--- src/rtl/fetch_stage_if.sv ---
// ---------------------------------------------------------------------------
// fetch_stage_if
//   Instruction-memory port for the OTTER fetch stage.
//
//   Signals
//     IMEM_REQ     fetch -> mem   request valid
//     IMEM_ADDR    fetch -> mem   word address of the request (= PC)
//     IMEM_GNT     mem -> fetch   request accepted this cycle
//     IMEM_RVALID  mem -> fetch   response valid (one per grant, in order)
//     IMEM_RDATA   mem -> fetch   response instruction
//
//   Handshake: a request transfers on a posedge where IMEM_REQ && IMEM_GNT.
//   While IMEM_REQ=1 and no grant, IMEM_ADDR holds steady. The requester may
//   drop IMEM_REQ without a grant only when a branch redirect or the credit
//   limit forces it. Each grant is answered by exactly one IMEM_RVALID pulse,
//   at least one cycle later, in grant order; the response side has no
//   back-pressure.
//
//   Modports
//     master  fetch stage side
//     slave   instruction memory side
// ---------------------------------------------------------------------------
interface fetch_stage_if;
   logic        IMEM_REQ;
   logic [31:0] IMEM_ADDR;
   logic        IMEM_GNT;
   logic        IMEM_RVALID;
   logic [31:0] IMEM_RDATA;

   modport master (
      output IMEM_REQ,
      output IMEM_ADDR,
      input  IMEM_GNT,
      input  IMEM_RVALID,
      input  IMEM_RDATA
   );

   modport slave (
      input  IMEM_REQ,
      input  IMEM_ADDR,
      output IMEM_GNT,
      output IMEM_RVALID,
      output IMEM_RDATA
   );
endinterface

--- src/rtl/fetch_stage.sv ---
// ---------------------------------------------------------------------------
// fetch_stage
//   Instruction-fetch stage of the pipelined OTTER. Holds the PC, issues
//   requests to instruction memory, remembers the address of every request
//   in flight, buffers returned instructions and drives the IF/ID register
//   consumed by decode. Stalls from the hazard unit freeze IF/ID; branch
//   redirects reload the PC, flush the buffer and discard responses that are
//   still in flight for the old path.
//
//   Parameters
//     RESET_PC   PC fetched first after reset
//     BUF_DEPTH  credit limit: requests in flight + buffered instructions
//                (power of 2, >= 2)
//     NOP_INSTR  bubble instruction placed in IF/ID
//
//   Ports
//     REG_CLOCK    clock, all state on posedge
//     REG_RESET_N  asynchronous active-low reset
//     IF_STALL     hold IF/ID and the buffer head
//     BR_TAKEN     redirect fetch to BR_TARGET this cycle (wins over stall)
//     BR_TARGET    redirect target, low two bits ignored
//     imem         instruction-memory port (master side)
//     FR_MEM       IF/ID instruction
//     FR_PC        IF/ID PC of FR_MEM
//     FR_PC_4      IF/ID FR_PC + 4
//     FR_VALID     IF/ID holds a real instruction (0 = bubble)
//     DBG_STATE    fetch FSM state: 0 = RUN, 1 = DRAIN
// ---------------------------------------------------------------------------
module fetch_stage #(
   parameter logic [31:0] RESET_PC  = 32'h0000_0000,
   parameter int          BUF_DEPTH = 2,
   parameter logic [31:0] NOP_INSTR = 32'h0000_0013
) (
   input  logic          REG_CLOCK,
   input  logic          REG_RESET_N,
   input  logic          IF_STALL,
   input  logic          BR_TAKEN,
   input  logic [31:0]   BR_TARGET,
   fetch_stage_if.master imem,
   output logic [31:0]   FR_MEM,
   output logic [31:0]   FR_PC,
   output logic [31:0]   FR_PC_4,
   output logic          FR_VALID,
   output logic          DBG_STATE
);

   localparam int PW = (BUF_DEPTH > 1) ? $clog2(BUF_DEPTH) : 1;
   localparam int CW = $clog2(BUF_DEPTH + 1);
   localparam logic [CW-1:0] DEPTH_C = CW'(BUF_DEPTH);
   localparam logic [CW-1:0] ONE_C   = CW'(1);

   typedef enum logic {
      S_RUN   = 1'b0,
      S_DRAIN = 1'b1
   } state_t;

   state_t        state;
   logic [31:0]   pc;

   // Address FIFO: PC of every granted request that has not yet returned.
   logic [31:0]   af_mem [BUF_DEPTH];
   logic [PW-1:0] af_rd;
   logic [PW-1:0] af_wr;

   // Instruction buffer: returned {pc, instruction} pairs awaiting IF/ID.
   logic [31:0]   ib_pc    [BUF_DEPTH];
   logic [31:0]   ib_instr [BUF_DEPTH];
   logic [PW-1:0] ib_rd;
   logic [PW-1:0] ib_wr;

   logic [CW-1:0] out_cnt;    // requests granted, response still to come
   logic [CW-1:0] buf_cnt;    // entries in the instruction buffer
   logic [CW-1:0] drop_cnt;   // responses still to be thrown away
   logic [CW-1:0] drop_next;  // drop count loaded by a redirect

   logic          dropping;
   logic          credit_ok;
   logic          req;
   logic          grant;
   logic          rsp_keep;
   logic          rsp_drop;
   logic          bypass;
   logic          pop;
   logic          push;
   logic [31:0]   rsp_pc;
   logic [31:0]   head_pc;
   logic [31:0]   head_instr;

   // Low target bits are forced to zero; they are deliberately not used.
   logic          unused_target_lsbs;
   assign unused_target_lsbs = ^BR_TARGET[1:0];

   // ------------------------------------------------------------------------
   // Request / response decode
   // ------------------------------------------------------------------------
   always_comb begin
      dropping   = (drop_cnt != '0);
      // Registered counts only: a pop in this cycle frees its credit next
      // cycle. out+buf never exceeds BUF_DEPTH, so CW bits cannot overflow.
      credit_ok  = ((out_cnt + buf_cnt) < DEPTH_C);
      // Reset is folded in so no request leaves while the stage is held.
      req        = REG_RESET_N && credit_ok && !BR_TAKEN && !dropping;
      grant      = req && imem.IMEM_GNT;
      rsp_keep   = imem.IMEM_RVALID && !dropping;
      rsp_drop   = imem.IMEM_RVALID && dropping;
      rsp_pc     = af_mem[af_rd];
      head_pc    = ib_pc[ib_rd];
      head_instr = ib_instr[ib_rd];
      pop        = !BR_TAKEN && !IF_STALL && (buf_cnt != '0);
      // A fresh response skips the buffer only when nothing older waits.
      bypass     = rsp_keep && !BR_TAKEN && !IF_STALL && (buf_cnt == '0);
      push       = rsp_keep && !BR_TAKEN && !bypass;
      // Everything still in flight on a redirect becomes garbage, except a
      // response arriving this very cycle, which is discarded right now.
      drop_next  = drop_cnt + out_cnt - (imem.IMEM_RVALID ? ONE_C : '0);
   end

   assign imem.IMEM_REQ  = req;
   assign imem.IMEM_ADDR = pc;
   assign DBG_STATE      = (state == S_DRAIN);

   // ------------------------------------------------------------------------
   // Storage arrays (contents are don't-care while their count is zero)
   // ------------------------------------------------------------------------
   always_ff @(posedge REG_CLOCK) begin
      if (grant) begin
         af_mem[af_wr] <= pc;
      end
      if (push) begin
         ib_pc[ib_wr]    <= rsp_pc;
         ib_instr[ib_wr] <= imem.IMEM_RDATA;
      end
   end

   // ------------------------------------------------------------------------
   // FSM, PC, counters, pointers and IF/ID register
   // ------------------------------------------------------------------------
   always_ff @(posedge REG_CLOCK or negedge REG_RESET_N) begin
      if (!REG_RESET_N) begin
         state    <= S_RUN;
         pc       <= RESET_PC;
         af_rd    <= '0;
         af_wr    <= '0;
         ib_rd    <= '0;
         ib_wr    <= '0;
         out_cnt  <= '0;
         buf_cnt  <= '0;
         drop_cnt <= '0;
         FR_MEM   <= NOP_INSTR;
         FR_PC    <= 32'h0000_0000;
         FR_PC_4  <= 32'h0000_0000;
         FR_VALID <= 1'b0;
      end else if (BR_TAKEN) begin
         // Redirect: no grant is possible this cycle because REQ is low.
         pc       <= {BR_TARGET[31:2], 2'b00};
         af_rd    <= '0;
         af_wr    <= '0;
         ib_rd    <= '0;
         ib_wr    <= '0;
         out_cnt  <= '0;
         buf_cnt  <= '0;
         drop_cnt <= drop_next;
         state    <= (drop_next != '0) ? S_DRAIN : S_RUN;
         FR_MEM   <= NOP_INSTR;
         FR_VALID <= 1'b0;
      end else begin
         // FSM: DRAIN ends with the last discarded response.
         if (state == S_DRAIN && rsp_drop && drop_cnt == ONE_C) begin
            state <= S_RUN;
         end

         if (rsp_drop) begin
            drop_cnt <= drop_cnt - ONE_C;
         end

         if (grant) begin
            pc    <= pc + 32'd4;
            af_wr <= af_wr + 1'b1;
         end
         if (rsp_keep) begin
            af_rd <= af_rd + 1'b1;
         end

         case ({grant, rsp_keep})
            2'b10:   out_cnt <= out_cnt + ONE_C;
            2'b01:   out_cnt <= out_cnt - ONE_C;
            default: out_cnt <= out_cnt;
         endcase

         if (push) begin
            ib_wr <= ib_wr + 1'b1;
         end
         if (pop) begin
            ib_rd <= ib_rd + 1'b1;
         end
         case ({push, pop})
            2'b10:   buf_cnt <= buf_cnt + ONE_C;
            2'b01:   buf_cnt <= buf_cnt - ONE_C;
            default: buf_cnt <= buf_cnt;
         endcase

         // IF/ID: stall holds everything; otherwise oldest instruction first.
         if (!IF_STALL) begin
            if (pop) begin
               FR_MEM   <= head_instr;
               FR_PC    <= head_pc;
               FR_PC_4  <= head_pc + 32'd4;
               FR_VALID <= 1'b1;
            end else if (bypass) begin
               FR_MEM   <= imem.IMEM_RDATA;
               FR_PC    <= rsp_pc;
               FR_PC_4  <= rsp_pc + 32'd4;
               FR_VALID <= 1'b1;
            end else begin
               FR_MEM   <= NOP_INSTR;
               FR_VALID <= 1'b0;
            end
         end
      end
   end

endmodule

--- src/flat_wrapper.sv ---
// flat-port wrapper written by rule: the top's interface ports become plain ports
module fetch_stage_flat 
#(
   parameter logic [31:0] RESET_PC  = 32'h0000_0000,
   parameter int          BUF_DEPTH = 2,
   parameter logic [31:0] NOP_INSTR = 32'h0000_0013
)
  (REG_CLOCK, REG_RESET_N, IF_STALL, BR_TAKEN, BR_TARGET, FR_MEM, FR_PC, FR_PC_4, FR_VALID, DBG_STATE, imem_IMEM_REQ, imem_IMEM_ADDR, imem_IMEM_GNT, imem_IMEM_RVALID, imem_IMEM_RDATA);
  fetch_stage_if imem_i ();
  input  logic REG_CLOCK;
  input  logic REG_RESET_N;
  input  logic IF_STALL;
  input  logic BR_TAKEN;
  input  logic [31:0] BR_TARGET;
  output logic [31:0] FR_MEM;
  output logic [31:0] FR_PC;
  output logic [31:0] FR_PC_4;
  output logic FR_VALID;
  output logic DBG_STATE;
  output wire logic [$bits(imem_i.IMEM_REQ)-1:0] imem_IMEM_REQ;
  output wire logic [$bits(imem_i.IMEM_ADDR)-1:0] imem_IMEM_ADDR;
  input wire logic [$bits(imem_i.IMEM_GNT)-1:0] imem_IMEM_GNT;
  input wire logic [$bits(imem_i.IMEM_RVALID)-1:0] imem_IMEM_RVALID;
  input wire logic [$bits(imem_i.IMEM_RDATA)-1:0] imem_IMEM_RDATA;
  assign imem_IMEM_REQ = imem_i.IMEM_REQ;
  assign imem_IMEM_ADDR = imem_i.IMEM_ADDR;
  assign imem_i.IMEM_GNT = imem_IMEM_GNT;
  assign imem_i.IMEM_RVALID = imem_IMEM_RVALID;
  assign imem_i.IMEM_RDATA = imem_IMEM_RDATA;
  fetch_stage #(.RESET_PC(RESET_PC), .BUF_DEPTH(BUF_DEPTH), .NOP_INSTR(NOP_INSTR)) u_core (.REG_CLOCK(REG_CLOCK), .REG_RESET_N(REG_RESET_N), .IF_STALL(IF_STALL), .BR_TAKEN(BR_TAKEN), .BR_TARGET(BR_TARGET), .imem(imem_i), .FR_MEM(FR_MEM), .FR_PC(FR_PC), .FR_PC_4(FR_PC_4), .FR_VALID(FR_VALID), .DBG_STATE(DBG_STATE));
endmodule
--- config.mk ---
export PLATFORM = sky130hd
export DESIGN_NAME = fetch_stage_flat
export DESIGN_NICKNAME = d
export VERILOG_FILES = /design/src/rtl/fetch_stage_if.sv /design/src/rtl/fetch_stage.sv /design/src/flat_wrapper.sv
export SDC_FILE = /design/constraint.sdc
export NUM_CORES = 1
export LEC_CHECK = 0
export ABC_CLOCK_PERIOD_IN_PS = 10500
export CAP_MARGIN = 5
export CORE_MARGIN = 2
export CORE_UTILIZATION = 40
export CTS_CLUSTER_SIZE = 25
export DETAILED_ROUTE_END_ITERATION = 10
export HOLD_SLACK_MARGIN = 0.15
export MAX_ROUTING_LAYER = met4
export PLACE_DENSITY_LB_ADDON = 0.2
export RECOVER_POWER = 25
export SLEW_MARGIN = 0
export SYNTH_ARGS = -nofsm -noshare
export SYNTH_HDL_FRONTEND = slang
export SYNTH_SLANG_ARGS = --single-unit
--- constraint.sdc ---
create_clock -name REG_CLOCK -period 10.5 [get_ports REG_CLOCK]
set_input_delay 1.05 -clock REG_CLOCK [delete_from_list [all_inputs] [get_ports REG_CLOCK]]
set_output_delay 1.05 -clock REG_CLOCK [all_outputs]
set_load 0.02 [all_outputs]
== Word-level counts from Yosys, hierarchy flattened ==
Memory sizes are Yosys's and may differ from the RTL's.
Index checks and enable logic that the tools add are counted.

* Memories kept: 3
* Register bits: 140
* RAM bits: 192
* Input bits: 70

* Magnitude comparators: 1
* Reduce and logical (&&, ||, !) cells: 32
* Equal/unequal tests: 6
* Multiplexer cells: 36
* Bitwise logic cells: 2
* Add/subtract/negate cells: 15

{| class="wikitable"
|+ Memory list
! name !! depth !! width !! rd ports !! clocked after memory_dff !! write ports !! RTL line !! RTL
|-
| u_core.af_mem || 2 || 32 || 1 || 0 || 1 || fetch_stage.sv:61 || <nowiki>logic [31:0] af_mem [BUF_DEPTH];</nowiki>
|-
| u_core.ib_instr || 2 || 32 || 1 || 0 || 1 || fetch_stage.sv:67 || <nowiki>logic [31:0] ib_instr [BUF_DEPTH];</nowiki>
|-
| u_core.ib_pc || 2 || 32 || 1 || 0 || 1 || fetch_stage.sv:66 || <nowiki>logic [31:0] ib_pc [BUF_DEPTH];</nowiki>
|}

{| class="wikitable"
|+ Operators by type and width
! operator !! count
|-
| $mux 32 || 10
|-
| $add 32x3->32 const B || 3
|-
| $mux 1 || 20
|-
| $reduce_bool 2->1 || 10
|-
| $logic_and 1x1->1 || 14
|-
| $mux 2 || 4
|-
| $pmux 2 s2 || 2
|-
| $eq 2x1->1 const B || 3
|-
| $reduce_bool 3->1 || 2
|-
| $sub 2x1->2 const B || 3
|-
| $add 1x1->1 const B || 4
|-
| $add 2x1->2 const B || 2
|-
| $add 2x2->2 || 2
|-
| $eq 2x2->1 const B || 2
|-
| $logic_not 1->1 || 4
|-
| $reduce_and 3->1 || 1
|-
| $logic_not 2->1 || 1
|-
| $lt 2x2->1 const B || 1
|-
| $ne 2x1->1 const B || 1
|-
| $not 1->1 || 2
|-
| $sub 2x2->2 || 1
|}

== Logic depth before layout (Yosys ltp) ==
Gate-level depths: netlist of run 1.

* Depth in word-level cells: 11
* Gate-level depth with buffers: 15
* Depth with buffers taken out: 10

== Least setup slack after synthesis of run 1 ==
OpenSTA, ideal clock, no wires.

* Kind: input port to flip-flop
* Start point: input IF_STALL
* End point: memory u_core.ib_instr[1][0], enable pin
* Required time: 9.843 ns
* Library setup time: 0.657 ns
* Stages: 7
* Path slack: 1.544 ns
* Arrival: 8.300 ns
* Path through: buf_4 > or2_1 > buf_6 > buf_6 > nor3_1 > clkbuf_1 > nor4b_1

* Word-level cells in the longest chain between the ends: 7

{| class="wikitable"
|+ RTL lines
! what !! RTL line !! RTL
|-
| start, declared || flat_wrapper.sv:12 || <nowiki>input logic IF_STALL;</nowiki>
|-
| $logic_not 1->1 || fetch_stage.sv:111 || <nowiki>bypass = rsp_keep && !BR_TAKEN && !IF_STALL && (buf_cnt == '0);</nowiki>
|-
| $logic_and 1x1->1 (2 in series) || fetch_stage.sv:111 ||
|-
| $logic_not 1->1 || fetch_stage.sv:112 || <nowiki>push = rsp_keep && !BR_TAKEN && !bypass;</nowiki>
|-
| $logic_and 1x1->1 || fetch_stage.sv:112 ||
|-
| $mux 1 || fetch_stage.sv:129 || <nowiki>if (push) begin</nowiki>
|-
| $mux 1 (implied by the code) || fetch_stage.sv:131 || <nowiki>ib_instr[ib_wr] <= imem.IMEM_RDATA;</nowiki>
|-
| end, declared || fetch_stage.sv:67 ||
|}

No other way between the ends.

== Final worst setup path of run 1 ==
* Start point: input REG_RESET_N
* End point: output imem_IMEM_REQ

* Word-level cells in the longest chain between the ends: 3

{| class="wikitable"
|+ RTL lines
! what !! RTL line !! RTL
|-
| start, declared || flat_wrapper.sv:11 || <nowiki>input logic REG_RESET_N;</nowiki>
|-
| $logic_and 1x1->1 (3 in series) || fetch_stage.sv:102 || <nowiki>req = REG_RESET_N && credit_ok && !BR_TAKEN && !dropping;</nowiki>
|-
| end, declared || flat_wrapper.sv:20 || <nowiki>output wire logic [$bits(imem_i.IMEM_REQ)-1:0] imem_IMEM_REQ;</nowiki>
|}

No other way between the ends.

==> qor.yml, run 1 <==
wire_per_inst_um: 18.6
cts_buffers: 35
finish.net_count: 1364
critPathKind: "primary input to output port"
floorplan.initialDensity_pct: 40.4
fp-row-count: 68
start_kind: "primary input"
total_power_mw: 3.80
overflow: 0
floorplan.die.width_um: 190
place.detailed.instances: 1706
grt_pass1_wl_um: 51300
share_clk_of_total_power_pct: 31.9
number_of_synthesized_flops_with_an_enable_pin: 184
holdBufCountCts: 0
report.final.setup_viol: 0
yosys.area.top_type: "edfxtp_1"
timing.final.hold_violations: 0
netSwitchingFraction_pct: 29.6
internal_power_mw: 2.67
holdWs_ns: 0.460
power.net_switching_mw: 1.12
final_core_util_pct: 50.3
clk_latency_ns: 0.51
max_slew_margin_pct: -63.9
die_area_um2: 36300
final.min_clock_period_ns: 5.05
synth_sequential_area_ratio_pct: 63.9
timing.hold.worst.class: "flop to flop"
cts_max_level: 2
port_buffers: 192
grt_usage_pct: 18.5
postCtsSetupBuffers: 0
worst_pin_slew_ns: 2.46
num_vias: 9305
clk_transition_reported_paths_ns: 0.06
antennaDiodeCount: 0
synth_area_per_cell_um2: 12.6
max_freq_mhz: 198
run_status: "complete, but fails checks"
detailedRoute.firstPassIterationCount: 5
cts_tree: "done"
detailed_place_hpwl_um: 21000
final_max_slew_viol_count: 66
mostFrequentLayoutCells: "edfxtp_1 (184), clkdlybuf4s50_1 (158), nand2_1 (137), dfrtp_1 (130), nor2_1 (78)"
leakagePower_nw: 6.34
list_of_cells_traversed_by_the_critical_path: "clkbuf_1 -> nand2_1 -> nor3_1 -> clkdlybuf4s50_1"
final_cell_area_um2: 17300
cts_num_sinks: 318
highest_cell_delay_on_the_worst_timing_path_ns: 1.70
drt_drc: 0
post_synthesis_cell_area_um2: 13900
syn_to_final_growth_pct: 24.4
violations_in_the_final_reports: "max-capacitance violations, max-slew violations"
setup_ws_ns: 5.45
layout_commonest_cell: "edfxtp_1"
final.setup_skew_ns: 0.0193
synth_async_sr_flop_share_pct: 42.1
synth_unique_cells: 68
pwr-share-comb_pct: 25.0
routed_wl_um: 32900
vias_per_cell: 5.26
drive_above_1_share_pct: 8.30
drv.max_cap_violation_count: 2
postCtsResizedCells: 0
timing.critical_path.fanout_max: 38
drt_iter0_markers: 648
critical-path-slowest-cell: "clkbuf_1"
fraction_of_post_synthesis_cell_area_in_the_top_cell_type_by_area_pct: 39.7
power-per-cell-area_nw_per_um2: 219
dp_slack_ns: 5.50
detailed_place.area_um2: 16200
ctsRootBufferMaster: "clkbuf_16"
cts_max_path_buffers: 3
finalWeightedCongestion: 0.820
worst_ep_arrival_time_ns: 4.00
vias_in_the_first_global_route: 8950
crit_path_end_kind: "output port"
setup-tns-final_ns: 0
grt_max_degree: 101
worst_endpoint_required_time_ns: 9.45
period_share_pct: 48.1
synth.top_cells.by_area: "edfxtp_1 (40%), dfrtp_1 (24%), mux2i_1 (5.1%)"
vdd.ir_drop.worst_mv: 0.138
synth_warnings: 0
main_flop_type_after_synthesis: "edfxtp_1"
power_frac_seq_pct: 43.1
postSynthCellCount: 1107
io_pins: 201
design.core.area_um2: 34400
unrepaired_setup_endpoints_after_global_routing: "false"
antenna_violating_nets_post_route: 0
grt_antenna_before_repair: 0
stdcell_count: 1768
die_height_um: 190
synth_seq_cells: 318
power groups by stage:
stage	sequential [mW]	clock, mW	combinational, mW
6_report	1.64	1.21	0.949
5_1_grt	1.66	1.29	1.04
4_1_cts	1.64	1.24	0.962
3_5_place_dp	1.66	0	0.958
3_3_place_gp	1.66	0	0.949
2_1_floorplan	1.80	0	0.386
metal layers:
metal	vias to the layer above	GRT usage [%]	share of wire (%)
met2	264	26.6	43
li1	4441	-	-
met3	40	2.78	5.0
met1	4560	27.7	50
met4	0	3.91	1.3
met5	-	-	0
area by class of cell:
class | count | area, µm²
clock buffer | 54 | 1010
clock inverter | 8 | 124
fill | 3047 | 17100
inverter | 24 | 90.1
multi-input combinational | 701 | 4600
sequential | 318 | 8890
tap | 455 | 569
timing repair buffer | 208 | 2030
critical path: cells and delay by family:
| kind | cells | cell delay (ns) |
|---|---|---|
| buf+inv | 2 | 2.34 |
| simple gates | 2 | 0.55 |
registers in the layout, summed over array words and instances (netlist names), 30 cells and up:
| register | cells |
|---|---|
| u_core.FR_PC_4 | 30 |
| u_core.ib_pc | 60 |
| u_core.ib_instr | 64 |
| u_core.imem.IMEM_ADDR | 30 |
| u_core.FR_PC | 30 |
| u_core.af_mem | 60 |
| u_core.FR_MEM | 32 |
synthesized netlist by cell type (22+ instances only):
library cell  count
nand2_1         138
xnor2_1          29
a221o_1          37
clkbuf_1         29
inv_1            24
dfrtp_1         131
nand3_1          22
edfxtp_1        184
mux2i_1          71
o21ai_0          66
nor2_1           80
a21oi_1          45
path summary, 6_finish.rpt:
check	cells after the start	from	slack, ns	to
max	4	REG_RESET_N	5.45	imem_IMEM_REQ
min	2	u_core.FR_MEM[0]	0.46	u_core.FR_MEM[0]
max reg2reg	8	u_core.af_rd	6.45	u_core.FR_PC_4[28]
min reg2reg	2	u_core.FR_MEM[0]	0.46	u_core.FR_MEM[0]
max in group asynchronous	3	REG_RESET_N	6.68	u_core.ib_rd
min in group asynchronous	1	REG_RESET_N	1.31	u_core.imem.IMEM_ADDR[25]
cell families (layout without fill, tap and decap cells):
family                     count (synthesis)  count (layout)  synth area share [%]
AOI/OAI and AO/OA                        218             218                  10.9
xor gates and xnor gates                  39              39                  2.46
adders and majority gates                  6               6                 0.540
buffers and inverters                     93             294                  3.45
DFF                                      318             318                  63.9
muxes                                     94              94                  6.99
other                                      1               6                0.0270
and+or+nand+nor                          338             338                  11.7
Note: power is estimated with default switching activity, not from simulation.
==> run 2: changes to the inputs <==
--- a/config.mk
+++ b/config.mk
@@ -5,7 +5,7 @@
 export SDC_FILE = /design/constraint.sdc
 export NUM_CORES = 1
 export LEC_CHECK = 0
-export ABC_CLOCK_PERIOD_IN_PS = 10500
+export ABC_CLOCK_PERIOD_IN_PS = 4200
 export CAP_MARGIN = 5
 export CORE_MARGIN = 2
 export CORE_UTILIZATION = 40
==> constraint.sdc (replaced) <==
create_clock -name REG_CLOCK -period 4.2 [get_ports REG_CLOCK]
set_input_delay 0.42 -clock REG_CLOCK [delete_from_list [all_inputs] [get_ports REG_CLOCK]]
set_output_delay 0.42 -clock REG_CLOCK [all_outputs]
set_load 0.02 [all_outputs]
==> qor.yml, run 2 (synthesis results as in run 1) <==
critical-path-top-delay-family: "buffers and inverters"  # unchanged
detailedRoute.firstPassIterationCount: 5  # unchanged
ctsRootBufferMaster: "clkbuf_16"  # unchanged
max_slew_margin_pct: -24.8  # was -63.9%
die_height_um: 190  # unchanged
critPathKind: "flop to flop"  # was primary input to output port
crit_path_start: "u_core.af_rd"  # was REG_RESET_N
cts_max_path_buffers: 3  # unchanged
timing.hold.worst.class: "primary input to asynchronous set/reset pin"  # was flop to flop
largest_registers: "u_core.ib_instr x64, u_core.af_mem x60, u_core.ib_pc x60"  # unchanged
num_vias: 9362  # was 9305
max_freq_mhz: 292
die_area_um2: 36300  # unchanged
crit_top_cell: "o21ai_1"
leakagePower_nw: 6.35  # was 6.34 nW
holdBufCountCts: 1  # was 0
vias_per_cell: 5.27  # was 5.26
floorplan.die.width_um: 190  # unchanged
start_kind: "flop"  # was primary input
regMostFlops: "u_core.ib_instr"  # unchanged
cts_max_level: 2  # unchanged
syn_to_final_growth_pct: 24.6  # was 24.4%
highest_cell_delay_on_the_worst_timing_path_ns: 0.70  # was 1.70 ns
final_core_util_pct: 50.4  # was 50.3%
design.core.area_um2: 34400  # unchanged
drive_above_1_share_pct: 8.42  # was 8.30%
run_status: "complete, but fails checks"  # unchanged
area_of_the_multi_input_gates_um2: 4610  # was 4600 µm²
r2r_start: "u_core.af_rd"  # unchanged
r2r-end: "u_core.FR_PC_4[28]"  # unchanged
wire_per_inst_um: 18.6  # about the same
final_max_slew_viol_count: 68  # was 66
worst_reg_to_reg_setup_slack_ns: 0.78  # was 6.45 ns
stdcell_count: 1778  # was 1768
grt_antenna_before_repair: 4  # was 0
timing.critical_path.fanout_max: 14  # was 38
final_cell_area_um2: 17300  # about the same
drv.max_cap_violation_count: 1  # was 2
worst_ep_arrival_time_ns: 3.79  # was 4.00 ns
detailed_place.area_um2: 16300  # was 16200 µm²
crit_path_end_kind: "flop"  # was output port
port_buffers: 192  # unchanged
place.detailed.instances: 1712  # was 1706
setup-tns-final_ns: 0  # unchanged
power-per-cell-area_nw_per_um2: 538  # was 219 nW/µm²
flip_flop_count_of_the_largest_register_all_copies_and_words_added: 64  # unchanged
worst-path-buf-inv: 2  # unchanged
postCtsResizedCells: 0  # unchanged
finish.net_count: 1370  # was 1364
unrepaired_setup_endpoints_after_global_routing: "false"  # unchanged
clk_transition_reported_paths_ns: 0.06  # about the same
period_share_pct: 81.4
fp-row-count: 68  # unchanged
final.setup_skew_ns: 0.0192  # was 0.0193 ns
postCtsSetupBuffers: 0  # unchanged
floorplan.initialDensity_pct: 40.4  # unchanged
layout.filler_cells: 3106  # was 3047
grt_usage_pct: 18.7  # was 18.5%
overflow: 0  # unchanged
final.min_clock_period_ns: 3.42
layout.area.seq_um2: 8890  # unchanged
clk_latency_ns: 0.51  # about the same
report.final.setup_viol: 0  # unchanged
grt_max_degree: 103  # was 101
layout_commonest_cell: "edfxtp_1"  # unchanged
cp_num_cells: 11  # was 4
list_of_cells_traversed_by_the_critical_path: "clkbuf_1 -> mux2i_1 -> inv_1 -> nor2_1 -> a21oi_1 -> ha_1 -> o21ai_1 -> nor4_4 -> nand4_1 -> xnor2_1 -> o21ai_1"  # was clkbuf_1 -> nand2_1 -> nor3_1 -> clkdlybuf4s50_1
cts_tree: "done"  # unchanged
grt_pass1_wl_um: 52000  # was 51300 µm
worst-r2r-cell-count: 11  # was 8
mostFrequentLayoutCells: "edfxtp_1 (184), clkdlybuf4s50_1 (158), nand2_1 (137), dfrtp_1 (130), nor2_1 (78)"  # unchanged
drt_drc: 0  # unchanged
drt_iter0_markers: 705  # was 648
finalWeightedCongestion: 0.806  # was 0.820
antenna_violating_nets_post_route: 0  # unchanged
detailed_place_hpwl_um: 21700  # was 21000 µm
timing.final.hold_violations: 0  # unchanged
vdd.ir_drop.worst_mv: 0.377  # was 0.138 mV
setup.worst_path.end: "u_core.FR_PC_4[28]"  # was imem_IMEM_REQ
worst_endpoint_required_time_ns: 4.57  # was 9.45 ns
worst_pin_slew_ns: 1.87  # was 2.46 ns
io_pins: 201  # unchanged
critical-path-slowest-cell: "clkbuf_1"  # unchanged
violations_in_the_final_reports: "max-capacitance violations, max-slew violations"  # unchanged
routed_wl_um: 33100  # was 32900 µm
cts_buffers: 34  # was 35
vias_in_the_first_global_route: 9171  # was 8950
holdWs_ns: 0.264  # was 0.460 ns
cts_num_sinks: 318  # unchanged
[run 2: cell types whose count changed in the layout (fill, tap and decap cells not counted), moves of 4 or more]
cell	delta
mux2_1	+8
mux2_2	-8
diode_2	+4
clkbuf_1	-4
clkinv_2	+6
[run 2: worst reg2reg max path, delay by kind of cell (launching register included)]
kind | cells | cell delay (ns)
AOI/OAI and AO/OA | 3 | 0.44
xor gates and xnor gates | 1 | 0.18
adders and majority gates | 1 | 0.29
buffers and inverters | 2 | 0.90
DFF | 1 | 0.34
muxes | 1 | 0.41
and+or+nand+nor | 3 | 0.73
[run 2: cell type report]
cell class	count	share of cell area, %
tap	455	3.29
clock inverter	14	0.694
clock buffer	47	5.37
multi-input combinational	701	26.6
inverter	24	0.520
sequential	318	51.3
antenna	4	0.0578
timing repair buffer	215	12.2
[run 2: worst min path at each step]
stage                           start                to  slack [ns]  cells past startpoint
after global placement    REG_RESET_N  u_core.FR_MEM[2]        0.20                      1
after floorplan           REG_RESET_N  u_core.DBG_STATE        0.12                      0
after CTS                 REG_RESET_N  u_core.FR_MEM[2]        0.22                      2
final                     REG_RESET_N  u_core.FR_MEM[2]        0.26                      2
after detailed placement  REG_RESET_N  u_core.FR_MEM[2]        0.20                      1
after global routing      REG_RESET_N  u_core.FR_MEM[2]        0.27                      2
[run 2: layer usage]
layer	vias to the layer above	global-route usage [%]	wire length (µm)
met5	-	-	0
met4	0	5.10	652
met3	46	2.80	1680
met2	262	26.5	14300
met1	4607	28.1	16500
li1	4447	-	-
[run 2: where the power goes]
group	total (mW)	internal, mW	switching (mW)
sequential	4.10	3.79	0.307
combinational	2.39	1.05	1.33
clock	2.83	1.62	1.21
[run 2: through the flow]
step / worst slack (ns) / total power [mW]
floorplan: 0.377 / 5.47
global placement: 0.791 / 6.54
detailed placement: 0.752 / 6.58
CTS: 1.25 / 9.43
global route: 0.509 / 9.78
finish: 0.780 / 9.31
==> run 3: changes to the inputs <==
--- a/config.mk
+++ b/config.mk
@@ -5,7 +5,7 @@
 export SDC_FILE = /design/constraint.sdc
 export NUM_CORES = 1
 export LEC_CHECK = 0
-export ABC_CLOCK_PERIOD_IN_PS = 4200
+export ABC_CLOCK_PERIOD_IN_PS = 3000
 export CAP_MARGIN = 5
 export CORE_MARGIN = 2
 export CORE_UTILIZATION = 40
==> constraint.sdc (replaced) <==
create_clock -name REG_CLOCK -period 3 [get_ports REG_CLOCK]
set_input_delay 0.3 -clock REG_CLOCK [delete_from_list [all_inputs] [get_ports REG_CLOCK]]
set_output_delay 0.3 -clock REG_CLOCK [all_outputs]
set_load 0.02 [all_outputs]
==> qor.yml, run 3 (synthesis results as in run 1) <==
clk_transition_reported_paths_ns: 0.06  # about the same
r2r-end: "u_core.FR_PC_4[29]"  # was u_core.FR_PC_4[28]
floorplan.die.width_um: 190  # unchanged
timing.hold.worst.class: "primary input to flop"  # was primary input to asynchronous set/reset pin
area_of_the_multi_input_gates_um2: 4610  # about the same
timing.final.hold_violations: 0  # unchanged
share_clk_of_total_power_pct: 31.1  # was 30.4%
flip_flop_count_of_the_largest_register_all_copies_and_words_added: 64  # unchanged
total_power_mw: 13.3  # was 9.31 mW
netSwitchingFraction_pct: 29.9  # was 30.6%
ctsRootBufferMaster: "clkbuf_16"  # unchanged
worst_pin_slew_ns: 0.832  # was 1.87 ns
die_height_um: 190  # unchanged
clk_latency_ns: 0.52  # was 0.51 ns
port_buffers: 192  # unchanged
layout.filler_cells: 3021  # was 3106
grt_antenna_before_repair: 2  # was 4
finalWeightedCongestion: 0.811  # was 0.806
fp-row-count: 68  # unchanged
detailedRoute.firstPassIterationCount: 5  # unchanged
regMostFlops: "u_core.ib_instr"  # unchanged
highest_cell_delay_on_the_worst_timing_path_ns: 0.55  # was 0.70 ns
cts_max_path_buffers: 3  # unchanged
vias_in_the_first_global_route: 9102  # was 9171
vdd.ir_drop.worst_mv: 0.521  # was 0.377 mV
cts_max_level: 2  # unchanged
die_area_um2: 36300  # unchanged
setup.worst_path.end: "u_core.FR_PC_4[29]"  # was u_core.FR_PC_4[28]
crit_path_end_kind: "flop"  # unchanged
setup_ws_ns: 0.279  # was 0.780 ns
grt_pass1_wl_um: 52700  # was 52000 µm
cp_num_cells: 11  # unchanged
cts_num_sinks: 318  # unchanged
r2r_start: "u_core.buf_cnt[0]"  # was u_core.af_rd
detailed_place.area_um2: 16600  # was 16300 µm²
worst_endpoint_required_time_ns: 3.38  # was 4.57 ns
power_frac_seq_pct: 43.1  # was 44.0%
max_freq_mhz: 368
power.net_switching_mw: 3.97  # was 2.85 mW
num_vias: 9372  # was 9362
worst_ep_arrival_time_ns: 3.10  # was 3.79 ns
internal_power_mw: 9.32  # was 6.47 mW
grt_max_degree: 101  # was 103
cts_tree: "done"  # unchanged
detailed_place_hpwl_um: 22200  # was 21700 µm
cts_buffers: 35  # was 34
io_pins: 201  # unchanged
overflow: 0  # unchanged
final.min_clock_period_ns: 2.72
drv.max_cap_violation_count: 0  # was 1
layout_commonest_cell: "edfxtp_1"  # unchanged
report.final.setup_viol: 0  # unchanged
list_of_cells_traversed_by_the_critical_path: "dlygate4sd3_1 -> buf_2 -> or2_1 -> buf_4 -> a2111oi_0 -> or4b_1 -> buf_4 -> nor4_1 -> nand4_1 -> xnor2_1 -> o21ai_1"  # was clkbuf_1 -> mux2i_1 -> inv_1 -> nor2_1 -> a21oi_1 -> ha_1 -> o21ai_1 -> nor4_4 -> nand4_1 -> xnor2_1 -> o21ai_1
crit_path_start: "BR_TAKEN"  # was u_core.af_rd
critical-path-slowest-cell: "or4b_1"  # was clkbuf_1
vias_per_cell: 5.18  # was 5.27
start_kind: "primary input"  # was flop
max_slew_margin_pct: 44.6  # was -24.8%
pwr-share-comb_pct: 25.8  # was 25.6%
unrepaired_setup_endpoints_after_global_routing: "false"  # unchanged
largest_registers: "u_core.ib_instr x64, u_core.af_mem x60, u_core.ib_pc x60"  # unchanged
layout.area.seq_um2: 8890  # unchanged
dp_slack_ns: 0.0938  # was 0.752 ns
timing.critical_path.fanout_max: 16  # was 14
floorplan.initialDensity_pct: 40.4  # unchanged
worst-path-buf-inv: 4  # was 2
drt_drc: 0  # unchanged
mostFrequentLayoutCells: "edfxtp_1 (184), clkdlybuf4s50_1 (158), nand2_1 (137), dfrtp_1 (130), nor2_1 (78)"  # unchanged
grt_usage_pct: 19.0  # was 18.7%
routed_wl_um: 33200  # was 33100 µm
critPathKind: "primary input to flop"  # was flop to flop
design.core.area_um2: 34400  # unchanged
final_max_slew_viol_count: 0  # was 68
wire_per_inst_um: 18.4  # was 18.6 µm
worst_reg_to_reg_setup_slack_ns: 0.28  # was 0.78 ns
critical-path-top-delay-family: "buffers and inverters"  # unchanged
crit_top_cell: "buf_4"  # was o21ai_1
run_status: "completed"  # was complete, but fails checks
power-per-cell-area_nw_per_um2: 752  # was 538 nW/µm²
drt_iter0_markers: 636  # was 705
antenna_violating_nets_post_route: 0  # unchanged
hold-path-cell-count: 3
final_cell_area_um2: 17700  # was 17300 µm²
period_share_pct: 90.7
finish.net_count: 1403  # was 1370
leakagePower_nw: 6.56  # was 6.35 nW
final.setup_skew_ns: 0.0148  # was 0.0192 ns
syn_to_final_growth_pct: 27.2  # was 24.6%
drive_above_1_share_pct: 10.3  # was 8.42%
worst-r2r-cell-count: 9  # was 11
## run 3: cell types whose count changed in the layout (fill, tap and decap cells not counted), sizes merged
cell,before,now
buf,21,53
dlygate4sd3,33,34
clkbuf,50,55
clkinvlp,3,0
bufinv,1,2
inv,26,25
diode,4,2
## run 3: timing repair
action / 4_1_cts / 5_1_grt
gates resized for setup: 0 / 0
hold buffers: 2 / 0
endpoints found under the setup margin: 0 / 0
setup buffers: 0 / 0
hold endpoints to repair: 28 / 0
## run 3: area by class of cell
type,instances,area share [%]
inverters,24,0.509
clock inverters,11,0.658
multi-input cells,701,26.1
well taps,455,3.22
diodes,2,0.0283
repair buffers,247,13.6
clock buffers,53,5.62
flip-flops and latches,318,50.2
## run 3: worst min-delay path by stage
stage                        from                         to
finish              BR_TARGET[27]  u_core.imem.IMEM_ADDR[27]
global placement      REG_RESET_N           u_core.FR_PC[25]
floorplan             REG_RESET_N           u_core.DBG_STATE
CTS                 BR_TARGET[27]  u_core.imem.IMEM_ADDR[27]
detailed placement    REG_RESET_N           u_core.FR_PC[25]
global route        BR_TARGET[27]  u_core.imem.IMEM_ADDR[27]
## run 3: worst register-to-register path, cell delays in order, from the launching register on
cell	delay, ns
dfrtp_1	0.46
nor2_1	0.25
buf_4	0.32
a2111oi_0	0.14
or4b_1	0.55
buf_4	0.17
nor4_1	0.29
nand4_1	0.15
xnor2_1	0.17
o21ai_1	0.07
## run 3: stage by stage
step / util, % / setup TNS, ns / cells / hold slack, ns
floorplan: - / -69.25 / 1112 / 0.00441
global placement: 48.2 / 0 / 1743 / 0.417
detailed placement: 48.2 / 0 / 1743 / 0.423
CTS: 51.5 / 0 / 1809 / 0.333
global route: 51.5 / 0 / 1811 / 0.370
finish: 51.5 / 0 / 1811 / 0.355
## run 3: power by group through the flow
| stage | logic [mW] | registers, mW | clock network (mW) |
|---|---|---|---|
| floorplan | 1.37 | 6.30 | 0 |
| global placement | 3.43 | 5.81 | 0 |
| detailed placement | 3.47 | 5.83 | 0 |
| CTS | 3.49 | 5.74 | 4.23 |
| global route | 3.72 | 5.82 | 4.41 |
| finish | 3.43 | 5.73 | 4.13 |
## run 3: routing by layer
layer	track usage, %	vias to the layer above	share of wire [%]
met1	28.8	4572	51
met2	26.6	249	43
met3	2.96	38	4.8
met4	4.65	0	1.4
li1	-	4513	-
met5	-	-	0
